--- src/rtl/mux_2_entries_sync.sv ---
// mux_2_entries_sync: registered 4-to-1 entry selector with registered one-hot select decode
module mux_2_entries_sync #(
    parameter int WIDTH = 1
) (
    input  logic               clk,
    input  logic               rst,
    input  logic               en,
    input  logic [4*WIDTH-1:0] in,
    input  logic [1:0]         sel,
    output logic [WIDTH-1:0]   out,
    output logic [3:0]         dec,
    output logic               valid
);
    logic [WIDTH-1:0] out_q, out_d, pick;
    logic [3:0]       dec_q, dec_d, sel_oh;
    logic             valid_q, valid_d;
    // decode sel once and reuse the one-hot both as the registered decode and as the mux select
    always_comb begin
        sel_oh = 4'b0001 << sel;
        pick = '0;
        for (int k = 0; k < 4; k++)
            if (sel_oh[k]) pick = in[k*WIDTH +: WIDTH];
        out_d = en ? pick : out_q;
        dec_d = en ? sel_oh : dec_q;
        valid_d = en | valid_q;
    end
    // state update; reset wins over load
    always_ff @(posedge clk) begin
        if (rst) begin
            out_q <= '0;
            dec_q <= 4'b0000;
            valid_q <= 1'b0;
        end else begin
            out_q <= out_d;
            dec_q <= dec_d;
            valid_q <= valid_d;
        end
    end
    assign out = out_q;
    assign dec = dec_q;
    assign valid = valid_q;
endmodule

--- config.mk ---
export PLATFORM = sky130hd
export DESIGN_NAME = mux_2_entries_sync
export DESIGN_NICKNAME = d
export VERILOG_FILES = /design/src/rtl/mux_2_entries_sync.sv
export SDC_FILE = /design/constraint.sdc
export NUM_CORES = 1
export LEC_CHECK = 0
export CORE_AREA = 2 2 39 41
export CTS_CLUSTER_DIAMETER = 120
export CTS_CLUSTER_SIZE = 30
export DETAILED_ROUTE_END_ITERATION = 8
export DIE_AREA = 0 0 41 43
export PLACE_DENSITY = 0.46
export SYNTH_ARGS = -nofsm -noshare
export SYNTH_HDL_FRONTEND = slang
export SYNTH_SLANG_ARGS = --single-unit
--- constraint.sdc ---
create_clock -name clk -period 1.05 [get_ports clk]
set_input_delay 0.2625 -clock clk [delete_from_list [all_inputs] [get_ports clk]]
set_output_delay 0.2625 -clock clk [all_outputs]
set_load 0.02 [all_outputs]
# ---- Word-level counts from Yosys, hierarchy flattened
# Cells that the tools add are included.
dict set report word_totals {
  regBits 6
  in_bits 9
}
dict set report op_classes {
  n_shift 1
  n_mux 4
  bitwise 1
}
# cell n
set op_table {}
lappend op_table {{$mux 1} 4}
lappend op_table {{$shl 1x2->4 const A} 1}
lappend op_table {{$or 1x1->1} 1}

# ---- Longest topological paths before layout
# Gate-level depths: netlist of run 1.
dict set report depth {
  ltp_word 5
  ltp_mapped 3
  depth_no_buf 2
}

# ---- Worst setup path before layout of run 1
# No wires, ideal clock.
dict set report synth_timing {
  path_type {register to register}
  startpoint {register out (netlist name)}
  endpoint {register out_q, in the netlist out}
  setup_ns 0.079
  t_arrival_ns 0.842
  setup_slack_ns 0.130
  stages_incl_launch_ff 3
  path_buffers 0
  period_less_slack_ns 0.920
  cell_sequence {dfxtp_1 or3b_1 o221ai_2}
}
# element line
set synth_lines {}
lappend synth_lines {{to (signal assigned)} 34} ;# out_q <= out_d;
lappend synth_lines {{to (decl)} 14} ;# logic [WIDTH-1:0] out_q, out_d, pick;

# ---- Worst setup path after layout of run 1
dict set report layout_timing {
  startpoint {register dec_q[2], in the netlist dec[2]}
  endpoint {output port dec[2]}
}
# element line
set layout_lines {}
lappend layout_lines {{from (decl)} 15} ;# logic [3:0] dec_q, dec_d, sel_oh;
lappend layout_lines {{from (signal assigned)} 31} ;# dec_q <= 4'b0000;
lappend layout_lines {{from (signal assigned)} 35} ;# dec_q <= dec_d;
lappend layout_lines {{to (decl)} 11} ;# output logic [3:0] dec,
# No word-level cell between the ends.

==> results of run 1 <==
-- layout make-up --
cell class	count	area, sq um
tap	16	20.02
fill	155	929.6
sequential	6	120.1
timing repair buffer	20	150.1
clock buffer	3	22.52
multi-input combinational	20	141.4
-- cells by family (layout without fill, tap and decap cells) --
family | count (synthesis) | after routing
AO/OA/AOI/OAI | 5 | 5
AND/OR/NAND/NOR | 13 | 13
flip-flops | 6 | 6
buffers and inverters | 1 | 23
multiplexers | 2 | 2
-- sequential cells by signal, indices dropped and copies added, names as in the netlist --
register and count:
out 1, dec 4, valid 1
-- layer usage --
| metal | vias up | share of wire | routed length, um |
|---|---|---|---|
| li1 | 141 | - | - |
| met1 | 128 | 0.40 | 255 |
| met2 | 9 | 0.51 | 326 |
| met3 | 0 | 0.095 | 61 |
| met4 | 0 | 0 | 0 |
| met5 | - | 0 | 0 |
-- final timing paths --
| check | start | end | cells after the start |
|---|---|---|---|
| max | dec[2] | dec[2] | 1 |
| min | valid | valid | 2 |
| max reg2reg | out | out | 2 |
| min reg2reg | valid | valid | 2 |
-- layout by cell type (no fill, tap or decap) --
cell type and n:
buf_4 6, clkdlybuf4s50_1 4, or3b_1 3, dlygate4sd2_1 4
nand3_1 1, buf_2 6, o221ai_2 1, dfxtp_1 6
clkbuf_4 3, nor2_1 2, mux2i_1 2, a21oi_1 4
nand2b_1 4, nand3b_1 3
-- metrics by stage --
step | setup TNS (ns) | cell area [sq um] | power [mW] | utilization | cells
after floorplan | 0 | 272.8 | 0.2969 | - | 27
after global placement | -2.054 | 466.7 | 0.3724 | 0.3373 | 62
after detailed placement | -2.163 | 466.7 | 0.3748 | 0.3373 | 62
after CTS | 0 | 454.2 | 0.5808 | 0.3282 | 65
after global routing | 0 | 454.2 | 0.6066 | 0.3282 | 65
final | 0 | 454.2 | 0.5666 | 0.3282 | 65
-- report_power, final --
group	switching (mW)	total [mW]	leakage, nW	internal [mW]
Sequential	0.00455	0.245	0.0493	0.240
Clock	0.0850	0.214	0.0138	0.129
Combinational	0.0479	0.107	0.138	0.0595
==> run_results.csv, run 1 <==
group,metric,value,unit
hold_path,hp-class,"reg -> reg",
place,dp_hpwl,517.9,um
drt,vias_per_cell,4.277,
die,die_y,43,um
sta,whs,0.4598,ns
setup_path,worst-path-buf-inv,1,
power,p_leak,0.2010,nW
sta,fmax,1006,MHz
sta,drv_slew,0,
drt,drt-total-wl,643,um
run,maxCapViolCount,0,
logic_synthesis,synth_xor_xnor_area_share,0,
clock_network,post_cts_resized,28,
logic_synthesis,yosysSeqAreaShare,0.4404,
sta,fin_crit,0.9940,ns
global_route,use_met1,0.1036,
sta,fin_ws,0.05596,ns
logic_synthesis,ys_ff_latch,6,
logic_synthesis,synth_area,272.8,sq um
setup_path,arrival,0.73,ns
drt,drtIter0Drc,8,
clock_network,cts_num_sinks,6,
drt,antenna_left,0,
power,ir_drop,633.4,uV
sta,rsz0062_at_grt,"false",
clock_network,cts_tree,"done",
die,die_area,1763,sq um
setup_path,rrSetupSlack,0.24,ns
clock_network,numCtsBuffers,3,
global_route,grt.busiest_layer,"met1",
die,fp.dieW,41,um
setup_path,crit_required,0.79,ns
clock_network,clock_path_buffers,2,
layout,drive_above_1_share,0.3265,
global_route,met3_usage,0.09948,
drt,drc_errors,0,
setup_path,endpoint_kind,"output pin",
logic_synthesis,synth_top_area_frac,0.4404,
die,rows,14,
setup_path,critical_path.max_stage_delay,0.32,ns
die,ios,15,
global_route,grt_max_degree,9,
drt,vias,278,
die,initial_core_util,0.1971,
setup_path,cpLargestDelayFamily,"flip-flops",
sta,finClkSkew,0,ns
global_route,antenna_found_initial,0,
sta,setup_viol,0,
global_route,grt_pass1_wl,938,um
place,io_buffers,14,
sta,hold_violations,0,
drt,wl_per_cell,9.892,um
clock_network,hold_buffers,0,
sta,period_share,0.9467,
logic_synthesis,netlist_top_cells_count,"dfxtp_1 (6), a21oi_1 (4), nand2b_1 (4)",
clock_network,h-tree-depth,1,
die,fp.coreArea,1384,sq um
layout,area_growth,66.51,%
logic_synthesis,synth_compound_gate_area_share,0.1284,
clock_network,clock_latency,0.25,ns
logic_synthesis,synth_fa_ha_area_frac,0,
setup_path,critPathKind,"reg -> out",
place,gp_congestion,0.6898,
logic_synthesis,ys_warn_count,0,
global_route,grt_pass1_vias,207,
sta,tightest_slew,0.1980,ns
global_route,overflow,0,
logic_synthesis,synth_cells,27,
logic_synthesis,synth.area.mux_share,0.07339,
layout,fin_nets,60,
logic_synthesis,yosysMostFrequentCell,"dfxtp_1",
logic_synthesis,ys_types,10,
logic_synthesis,synth_top_family_by_area,"simple AND/OR/NAND/NOR gates",
setup_path,crit_chain,"buf_2",
setup_path,path_max_fanout,2,
logic_synthesis,synth.net_count,36,
power,power_density,1248,nW/um^2
layout,antenna_cells,0,
logic_synthesis,synth_area_leader_cell,"dfxtp_1",
logic_synthesis,syn_avg_cell_area,10.10,sq um
logic_synthesis,synth_enable_flop_cells,0,
clock_network,clkTransAtPathRegs,0.05,ns
sta,slew_headroom,0.8642,
logic_synthesis,synth_flop_cell,"dfxtp_1",
setup_path,cpMaxStageDelayCell,"dfxtp_1",
clock_network,cts_setup_buffers,0,
logic_synthesis,synth-simple-area-share,0.3165,
logic_synthesis,synth_area_leaders,"dfxtp_1 (44%), or3b_1 (9.6%), nand2b_1 (9.2%)",
global_route,met2_usage,0.1031,
global_route,grt.total_usage,0.08753,
setup_path,startpoint_type,"flip-flop",
drt,firstDrtPassIters,4,
logic_synthesis,async_flop_share,0,
place,place_ws,-0.3524,ns
clock_network,cts.root.buffer_cell,"clkbuf_4",
outcome,status,"finished clean",
Power figures use the tool's default switching activity.
==> run 2: changes to the inputs <==
CELL_PAD_IN_SITES_DETAIL_PLACEMENT = 1   (was not set)
CELL_PAD_IN_SITES_GLOBAL_PLACEMENT = 2   (was not set)
CORE_AREA = not set   (was 2 2 39 41)
CORE_MARGIN = 1.5   (was not set)
CORE_UTILIZATION = 19   (was not set)
DIE_AREA = not set   (was 0 0 41 43)
PLACE_DENSITY = 0.69   (was 0.46)
==> run 2 against run 1 <==
Clock power down 2%. Power about the same. Clock skew unchanged. Maximum frequency up 0.80%. Die area down 5.2%. Largest power group unchanged.
==> run_results.csv, run 2 (synthesis results as in run 1) <==
group,metric,value,unit
drt,met3_length,64,um
layout,area_growth,69.72,%
die,rows,13,
setup_path,path_max_fanout,2,
layout,largest_register_ffs,4,
sta,rsz0062_at_grt,"false",
die,die_y,40.89,um
outcome,status,"finished clean",
place,dp_hpwl,633,um
setup_path,cpMaxStageDelayCell,"dfxtp_1",
die,initial_core_util,0.2070,
global_route,overflow,0,
setup_path,endpoint_kind,"output pin",
clock_network,h-tree-depth,1,
run,maxCapViolCount,0,
clock_network,clock_path_buffers,2,
sta,tightest_slew,0.2014,ns
sta,finClkSkew,0,ns
global_route,antenna_found_initial,0,
drt,drc_errors,0,
die,die_area,1672,sq um
layout,antenna_cells,0,
sta,setup_viol,0,
setup_path,cpLargestDelayFamily,"flip-flops",
clock_network,clkTransAtPathRegs,0.04,ns
die,ios,15,
clock_network,clock_latency,0.24,ns
setup_path,startpoint_type,"flip-flop",
setup_path,crit_chain,"buf_2",
layout,drive_above_1_share,0.3400,
setup_path,arrival,0.72,ns
global_route,grt_max_degree,7,
sta,period_share,0.9392,
layout,layout_commonest_cell,"buf_4",
hold_path,hp-class,"reg -> reg",
setup_path,rrSetupSlack,0.23,ns
die,fp.coreArea,1318,sq um
sta,drv_slew,0,
drt,vias_per_cell,4.508,
clock_network,cts_setup_buffers,0,
setup_path,crit_required,0.79,ns
place,io_buffers,14,
drt,wl_per_cell,11.66,um
drt,vias,293,
setup_path,critPathKind,"reg -> out",
clock_network,hold_buffers,0,
clock_network,cts_num_sinks,6,
power,finalPower,0.5667,mW
setup_path,worst-path-buf-inv,1,
drt,drtIter0Drc,9,
global_route,grt.total_usage,0.1191,
global_route,grt_pass1_wl,1.159,mm
layout,fillers,163,
sta,fmax,1014,MHz
setup_path,critical_path.max_stage_delay,0.32,ns
drt,wl_met1,280,um
drt,top_layer_used,"met3",
sta,fin_crit,0.9862,ns
drt,dr_wl_met2,413,um
sta,hold_violations,0,
sta,slew_headroom,0.8619,
drt,antenna_left,0,
place,gp_congestion,0.6715,
power,p_leak,0.2058,nW
power,ir_drop,694.1,uV
drt,firstDrtPassIters,2,
clock_network,numCtsBuffers,3,
clock_network,cts.root.buffer_cell,"clkbuf_4",
global_route,grt_pass1_vias,273,
drt,drt-total-wl,758,um
layout,fin_nets,61,
clock_network,cts_tree,"done",
layout,layout_common_cells,"buf_4 (8), dfxtp_1 (6), buf_2 (5)",
layout,final_util,0.3514,
die,fp.dieW,40.89,um
power,power_density,1224,nW/um^2
==> run 2: changes by cell type in the layout (fill, tap and decap cells not counted), sizes merged <==
cell | before | now
buf | 12 | 13
==> run 2: per-layer routing <==
metal,track usage,vias to the layer above
met5,0,-
met4,0.05000,0
met3,0.09783,0
met2,0.1992,13
met1,0.1013,137
li1,-,143
==> run 2: final cells by class <==
class,instances,area (sq um),share of cell area
flip-flops and latches,6,120.1,0.2595
multi-input cells,20,141.4,0.3054
well taps,15,18.77,0.04054
repair buffers,21,160.2,0.3459
clock buffers,3,22.52,0.04865
==> run 2: final timing paths <==
path | depth (start not counted) | end | start
hold reg to reg | 2 | dec[2] | dec[2]
setup reg to reg | 2 | out | out
setup / recovery | 1 | dec[1] | dec[1]
hold / removal | 2 | dec[2] | dec[2]
==> run 2: per-stage QoR <==
step / hold WS [ns] / setup WS [ns] / instance area, sq um / setup TNS (ns) / std cells
after floorplan: 0.3316 / 0.1296 / 272.8 / 0 / 27
after global placement: 0.4513 / -0.3194 / 473.0 / -2.005 / 62
after detailed placement: 0.4630 / -0.3799 / 473.0 / -2.293 / 62
after CTS: 0.4671 / 0.02669 / 460.4 / 0 / 65
after global routing: 0.4884 / 0.002116 / 462.9 / 0 / 65
final: 0.4621 / 0.06381 / 462.9 / 0 / 65
==> run 2: worst register-to-register path: cells and delay by family (launching register included) <==
kind | cells | cell delay [ns]
AOI/OAI and AO/OA | 1 | 0.07
and+or+nand+nor | 1 | 0.37
DFF | 1 | 0.31
==> run 2: what timing repair did <==
action,in CTS,in global routing
gates resized for setup,28,1
hold endpoints to repair,0,0
endpoints found under the setup margin,8,1
pin swaps,1,0
==> run 2: power breakdown <==
part | internal, mW | switching (mW) | leakage, nW
combinational | 0.0627 | 0.0504 | 0.143
sequential | 0.240 | 0.00486 | 0.0493
clock | 0.129 | 0.0795 | 0.0138
